### config.mk
export PLATFORM = sky130hd
export DESIGN_NAME = asynchronous_fifo_read_controller
export DESIGN_NICKNAME = d
export VERILOG_FILES = /design/src/rtl/asynchronous_fifo_read_controller_pkg.sv /design/src/rtl/asynchronous_fifo_read_controller_synchronizer.sv /design/src/rtl/asynchronous_fifo_read_controller.sv
export SDC_FILE = /design/constraint.sdc
export NUM_CORES = 1
export LEC_CHECK = 0
export ABC_AREA = 1
export CAP_MARGIN = 20
export CORE_MARGIN = 2
export CORE_UTILIZATION = 49
export CTS_CLUSTER_SIZE = 16
export DETAILED_ROUTE_END_ITERATION = 8
export PLACE_DENSITY = 0.86
export SLEW_MARGIN = 20
export SYNTH_ARGS = -nofsm -noshare
export SYNTH_HDL_FRONTEND = slang
export SYNTH_SLANG_ARGS = --single-unit
### constraint.sdc
create_clock -name clock -period 2.7 [get_ports clock]
set_input_delay 0.27 -clock clock [delete_from_list [all_inputs] [get_ports clock]]
set_output_delay 0.27 -clock clock [all_outputs]
set_load 0.005 [all_outputs]
### src/rtl/asynchronous_fifo_read_controller_pkg.sv
// Shared definitions for the dual-clock FIFO read and write controllers.
// Gray helpers work on a 32-bit container; callers cast to their pointer width.
package asynchronous_fifo_package;

  localparam int unsigned SyncStages = 2;

  function automatic logic [31:0] binary_to_gray(input logic [31:0] binary);
    return binary ^ (binary >> 1);
  endfunction

  function automatic logic [31:0] gray_to_binary(input logic [31:0] gray);
    logic [31:0] binary;
    binary[31] = gray[31];
    for (int i = 30; i >= 0; i--) begin
      binary[i] = binary[i+1] ^ gray[i];
    end
    return binary;
  endfunction

endpackage

### src/rtl/asynchronous_fifo_read_controller_synchronizer.sv
// Multi-flop synchroniser for a Gray-coded pointer entering this clock domain.
// Stage 0 is the metastability-capturing flop; nothing else may read it.
module gray_pointer_synchronizer
  import asynchronous_fifo_package::*;
#(
  parameter int unsigned WIDTH  = 4,
  parameter int unsigned STAGES = SyncStages
) (
  input  logic             clock,
  input  logic             reset_n,
  input  logic [WIDTH-1:0] gray_pointer_i,
  output logic [WIDTH-1:0] gray_pointer_sync_o
);

  logic [STAGES-1:0][WIDTH-1:0] stage_d, stage_q;

  always_comb begin
    stage_d = {stage_q[STAGES-2:0], gray_pointer_i};
    if (!reset_n) begin
      stage_d = '0;
    end
  end

  always_ff @(posedge clock) begin
    stage_q <= stage_d;
  end

  assign gray_pointer_sync_o = stage_q[STAGES-1];

endmodule

### src/rtl/asynchronous_fifo_read_controller.sv
// Read-domain controller of the dual-clock FIFO: empty detection, RAM read issue,
// registered data return and Gray read-pointer publication. DATA_DEPTH must be 2^n, n >= 2.
module asynchronous_fifo_read_controller
  import asynchronous_fifo_package::*;
#(
  parameter int unsigned DATA_WIDTH    = 16,
  parameter int unsigned DATA_DEPTH    = 4096,
  localparam int unsigned ADDRESS_WIDTH = $clog2(DATA_DEPTH)
) (
  input  logic                     clock,
  input  logic                     reset_n,
  input  logic                     read_enable,
  input  logic [ADDRESS_WIDTH-1:0] write_pointer_gray,
  input  logic [DATA_WIDTH-1:0]    memory_read_data,
  output logic                     memory_read_enable,
  output logic [ADDRESS_WIDTH-1:0] memory_read_address,
  output logic [DATA_WIDTH-1:0]    read_data,
  output logic                     read_data_valid,
  output logic [ADDRESS_WIDTH-1:0] read_pointer_gray,
  output logic                     empty
);

  localparam logic [ADDRESS_WIDTH-1:0] LastAddress = ADDRESS_WIDTH'(DATA_DEPTH - 1);

  logic [ADDRESS_WIDTH-1:0] write_pointer_sync2, write_pointer_sync;
  logic [ADDRESS_WIDTH-1:0] read_pointer_d, read_pointer_q;
  logic [ADDRESS_WIDTH-1:0] read_pointer_gray_d, read_pointer_gray_q;
  logic [DATA_WIDTH-1:0]    read_data_d, read_data_q;
  logic                     empty_d, empty_q;
  logic                     pending_d, pending_q;
  logic                     read_data_valid_d, read_data_valid_q;
  logic                     accept;

  gray_pointer_synchronizer #(
    .WIDTH  (ADDRESS_WIDTH),
    .STAGES (SyncStages)
  ) u_write_pointer_sync (
    .clock               (clock),
    .reset_n             (reset_n),
    .gray_pointer_i      (write_pointer_gray),
    .gray_pointer_sync_o (write_pointer_sync2)
  );

  assign write_pointer_sync = ADDRESS_WIDTH'(gray_to_binary(32'(write_pointer_sync2)));

  always_comb begin
    accept         = read_enable && !empty_q;
    read_pointer_d = read_pointer_q;
    if (accept) begin
      read_pointer_d = (read_pointer_q == LastAddress) ? '0 : read_pointer_q + 1'b1;
    end
    read_pointer_gray_d = ADDRESS_WIDTH'(binary_to_gray(32'(read_pointer_d)));
    // Compare against the already-synchronised write pointer: late but never optimistic.
    empty_d           = (read_pointer_d == write_pointer_sync);
    pending_d         = accept;
    read_data_valid_d = pending_q;
    read_data_d       = pending_q ? memory_read_data : read_data_q;
    if (!reset_n) begin
      read_pointer_d      = '0;
      read_pointer_gray_d = '0;
      empty_d             = 1'b1;
      pending_d           = 1'b0;
      read_data_valid_d   = 1'b0;
      read_data_d         = '0;
    end
  end

  always_ff @(posedge clock) begin
    read_pointer_q      <= read_pointer_d;
    read_pointer_gray_q <= read_pointer_gray_d;
    empty_q             <= empty_d;
    pending_q           <= pending_d;
    read_data_valid_q   <= read_data_valid_d;
    read_data_q         <= read_data_d;
  end

  assign memory_read_enable  = accept;
  assign memory_read_address = read_pointer_q;
  assign read_data           = read_data_q;
  assign read_data_valid     = read_data_valid_q;
  assign read_pointer_gray   = read_pointer_gray_q;
  assign empty               = empty_q;

  a_valid_has_accept : assert property (@(posedge clock) disable iff (!reset_n)
    read_data_valid_q |-> $past(accept, 2));

  a_no_overrun : assert property (@(posedge clock) disable iff (!reset_n)
    accept |-> (read_pointer_q != write_pointer_sync));

  a_sync_one_bit : assert property (@(posedge clock) disable iff (!reset_n)
    $past(reset_n) |-> ($countones(write_pointer_sync2 ^ $past(write_pointer_sync2)) <= 1));

endmodule

==> summary.txt <==
Critical path
  • Crit-path cells: ha_1 -> nand2_1 -> nor2_2 -> nand3_4 -> nor2_4 -> inv_1 -> o21ai_0 -> nor2_1 -> xor2_1 -> o21ai_1 -> nor2_1 -> nand2_1 -> nor2_1 -> nand3_1 -> nor2_1 -> nand2_1 -> nand2_1
  • CP Class: flop to flop
  • CP required: slightly below 3 ns
  • RR Startpoint: memory_read_address[1]$_SDFF_PN0_
  • Max incr delay on CP: around 0.4 ns
  • Worst setup EP type: flop
  • Crit path launch: memory_read_address[1]$_SDFF_PN0_
  • CP max FO: 5
  • Startpoint Class: flop
  • Critical path arrival: approximately 2.6 ns
  • Crit path max-delay cell type: dfxtp_1

Pwr
  • Tot Pwr: around 2 mW
  • IR drop worst, VDD: 333 uV
  • Pint: roughly 1.5 mW
  • Net Sw Power: 503 uW
  • Combinational fraction of design power: between 10% and 20%
  • P_leak: approximately 1.8 nW
  • Cell Pwr Density: about 530 mW/mm^2
  • Clk network pwr share: around 37%
  • Seq pwr share: between 50 and 60%
  • Switching share of power: about 25%

STA
  • Measured slew at the worst slew-check pin: 0.574 ns
  • Fin. max-slew vios: 0
  • Unrepaired setup endpoints after global routing: false
  • Final Cycle Share: between 80% and 90%
  • Period minus WS final: approximately 2.3 ns
  • Clock Skews: between 0.004 and 0.005 ns
  • Count of final setup violators: 0
  • Final worst slack: between 0.3 and 0.4 ns
  • Max Fclk: between 400 and 500 MHz
  • Final setup TNS: 0 ns
  • Endpoints failing hold: 0
  • Headroom to the max-slew limit: ~61%

Synth
  • List of most frequent post-synthesis cells: nand2_1 (70), dfxtp_1 (66), nor2_1 (66), inv_1 (60), nand3_1 (31)
  • Mapped Avg Cell Area: 7.50 sq um
  • Primary FF master, synth: dfxtp_1
  • Syn Std Cell Area: between 0.002 and 0.003 sq mm
  • Flops & latches, synth: 66
  • Cells after Synth: between 300 and 400
  • Netlist cell types: 31
  • Ys Warns: 0
  • Synth Net Count: roughly 420
  • Asr flop ratio synth: 0%
  • Share of the synthesized area in the top cell type: ~46%
  • Post-synth EDFFs: 0
  • Synth area leaders: dfxtp_1 (46%), nand2_1 (9.1%), nor2_1 (8.6%)
  • Top-count cell post-synth: nand2_1
  • Post-synth top area cell: dfxtp_1
  • Sequential-to-total area share from yosys stat: 45.7%

GRT
  • Overflow after GRT: 0
  • Largest net degree at the start of global routing: 44
  • First-pass GRT wire length: 10200 microns
  • Initial antenna violation count: 0
  • Vias in the first global route: about 2500
  • Total GRT Usage: between 10% and 20%

Final layout
  • Post-route insts no fill: approximately 540
  • Layout area overhead: 33.7%
  • Fin nets: about 490
  • Fraction of final layout cells sized beyond drive strength 1: 11.6%
  • Fin util: 68.9%
  • Diode count: 0

Hold path
  • Hold WC Path Type: flop to flop
  • Hold Startpoint: u_write_pointer_sync.stage_q[9]$_SDFF_PN0_

Status
  • Outcome: finished, final reports clean

Floorplanning
  • Die H: 80.8 microns
  • Die footprint: roughly 0.0065 sq mm
  • Die Width: approximately 81 microns
  • Rows: 27
  • Core area: between 0.005 and 0.006 sq mm
  • Starting Density: between 50% and 60%
  • IO Count: 74

Clocking
  • Clk Latency, worst-skew pair: 0.33 ns
  • Postcts setup bufs: 0
  • TritonCTS buffer count: 9
  • Clk slew on worst S/H paths: roughly 0.070 ns
  • Root buffer cell: clkbuf_8
  • H-tree depth: 3
  • CTS tree: done
  • CTS Hold Bufs: 0
  • Post_cts resized: 0
  • Sink Count: 66
  • Max Buffers Root-to-Sink: 2

Job
  • MaxCap Viol Count: 0

Detailed routing
  • DR WL/cell: 11.1 microns
  • Overall routed net length: 5970 microns
  • # DRC: 0
  • Post-route ant nets: 0
  • Detailed Route Iter0 Violations: approximately 110
  • DR vias: 2622
  • Number of detailed-route iterations in the first pass: 4
  • Via density: 4.86

Place
  • Final HPWL DP: 4430 microns
  • Dpl cells: about 520
  • Port Buf Inserts: 73
  • Placer Congestion: roughly 0.84
  • Pre-CTS setup slack: 0.200 ns
==> sequential cells by signal (all words and copies together), names as in the netlist <==
register	flops
pending_q	1
u_write_pointer_sync.gray_pointer_sync_o	12
u_write_pointer_sync.stage_q	12
memory_read_address	12
read_pointer_gray	11
read_data_valid	1
empty	1
read_data	16
==> area by class of cell <==
| class | instances | area [sq um] |
|---|---|---|
| fill | 444 | 1750 |
| sequential | 66 | 1320 |
| tap | 72 | 90.1 |
| clock inverter | 4 | 25.0 |
| multi-input combinational | 246 | 1270 |
| timing repair buffer | 75 | 746 |
| clock buffer | 12 | 165 |
| inverter | 64 | 240 |
==> final timing paths <==
path	endpoint	slack (ns)	cells past startpoint
min	u_write_pointer_sync.gray_pointer_sync_o[9]$_SDFF_PN0_	0.41	2
max	empty$_SDFF_PN1_	0.39	17
min reg2reg	u_write_pointer_sync.gray_pointer_sync_o[9]$_SDFF_PN0_	0.41	2
max reg2reg	empty$_SDFF_PN1_	0.39	17
==> power by group through the flow <==
stage / logic (mW) / registers (mW) / clock network [mW]
3_5_place_dp: 0.248 / 1.05 / 0
6_report: 0.249 / 1.03 / 0.763
5_1_grt: 0.278 / 1.04 / 0.836
2_1_floorplan: 0.144 / 1.05 / 0
4_1_cts: 0.250 / 1.03 / 0.786
3_3_place_gp: 0.242 / 1.05 / 0
==> cells by family (layout without fill, tap and decap cells) <==
kind of cell	after synthesis	count (layout)	share of synthesized area, %
AND/OR/NAND/NOR	202	202	34.6
buffers and inverters	73	155	10.1
flip-flops	66	66	45.7
AO/OA/AOI/OAI	37	37	7.28
XOR/XNOR	6	6	1.82
adder cells (fa/ha/maj)	1	1	0.433
==> worst max-delay path: cells and delay by family (launching register included) <==
family	cells	cell delay, ns
buffers and inverters	1	0.08
flip-flops	1	0.39
AO/OA/AOI/OAI	2	0.21
AND/OR/NAND/NOR	12	1.22
adder cells (fa/ha/maj)	1	0.19
XOR/XNOR	1	0.16
==> cells in the final DEF, fill, tap and decap left out, drive strengths merged <==
master,netlist,final
xnor2,3,3
o211ai,1,1
o22a,4,4
nor2,73,73
clkinv,1,3
buf,3,2
ha,1,1
clkinvlp,0,2
clkdlybuf4s50,0,73
xor2,3,3
nand2,79,79
or2,1,1
a31oi,2,2
o21a,1,1
nand3,47,47
inv,63,63
clkbuf,6,12
nor3,1,1
nand4,1,1
o21ai,24,24
a21oi,4,4
a21o,1,1
dfxtp,66,66
==> routing by layer <==
| metal | wire length [microns] | part of all wire (%) | GRT usage (%) | vias to the layer above |
|---|---|---|---|---|
| met2 | 2690 | 45 | 33.7 | 90 |
| met5 | 0 | 0 | 0 | - |
| li1 | - | - | - | 1355 |
| met4 | 81 | 1.4 | 7.46 | 0 |
| met1 | 2670 | 45 | 22.9 | 1166 |
| met3 | 524 | 8.8 | 7.78 | 11 |
==> metrics by stage <==
stage          area (sq um)  hold slack [ns]
3_5_place_dp           3670            0.397
2_1_floorplan          2890            0.368
4_1_cts                3860            0.414
3_3_place_gp           3670            0.392
6_report               3860            0.411
5_1_grt                3860            0.429
No activity file was read; power rests on OpenSTA's default activity.
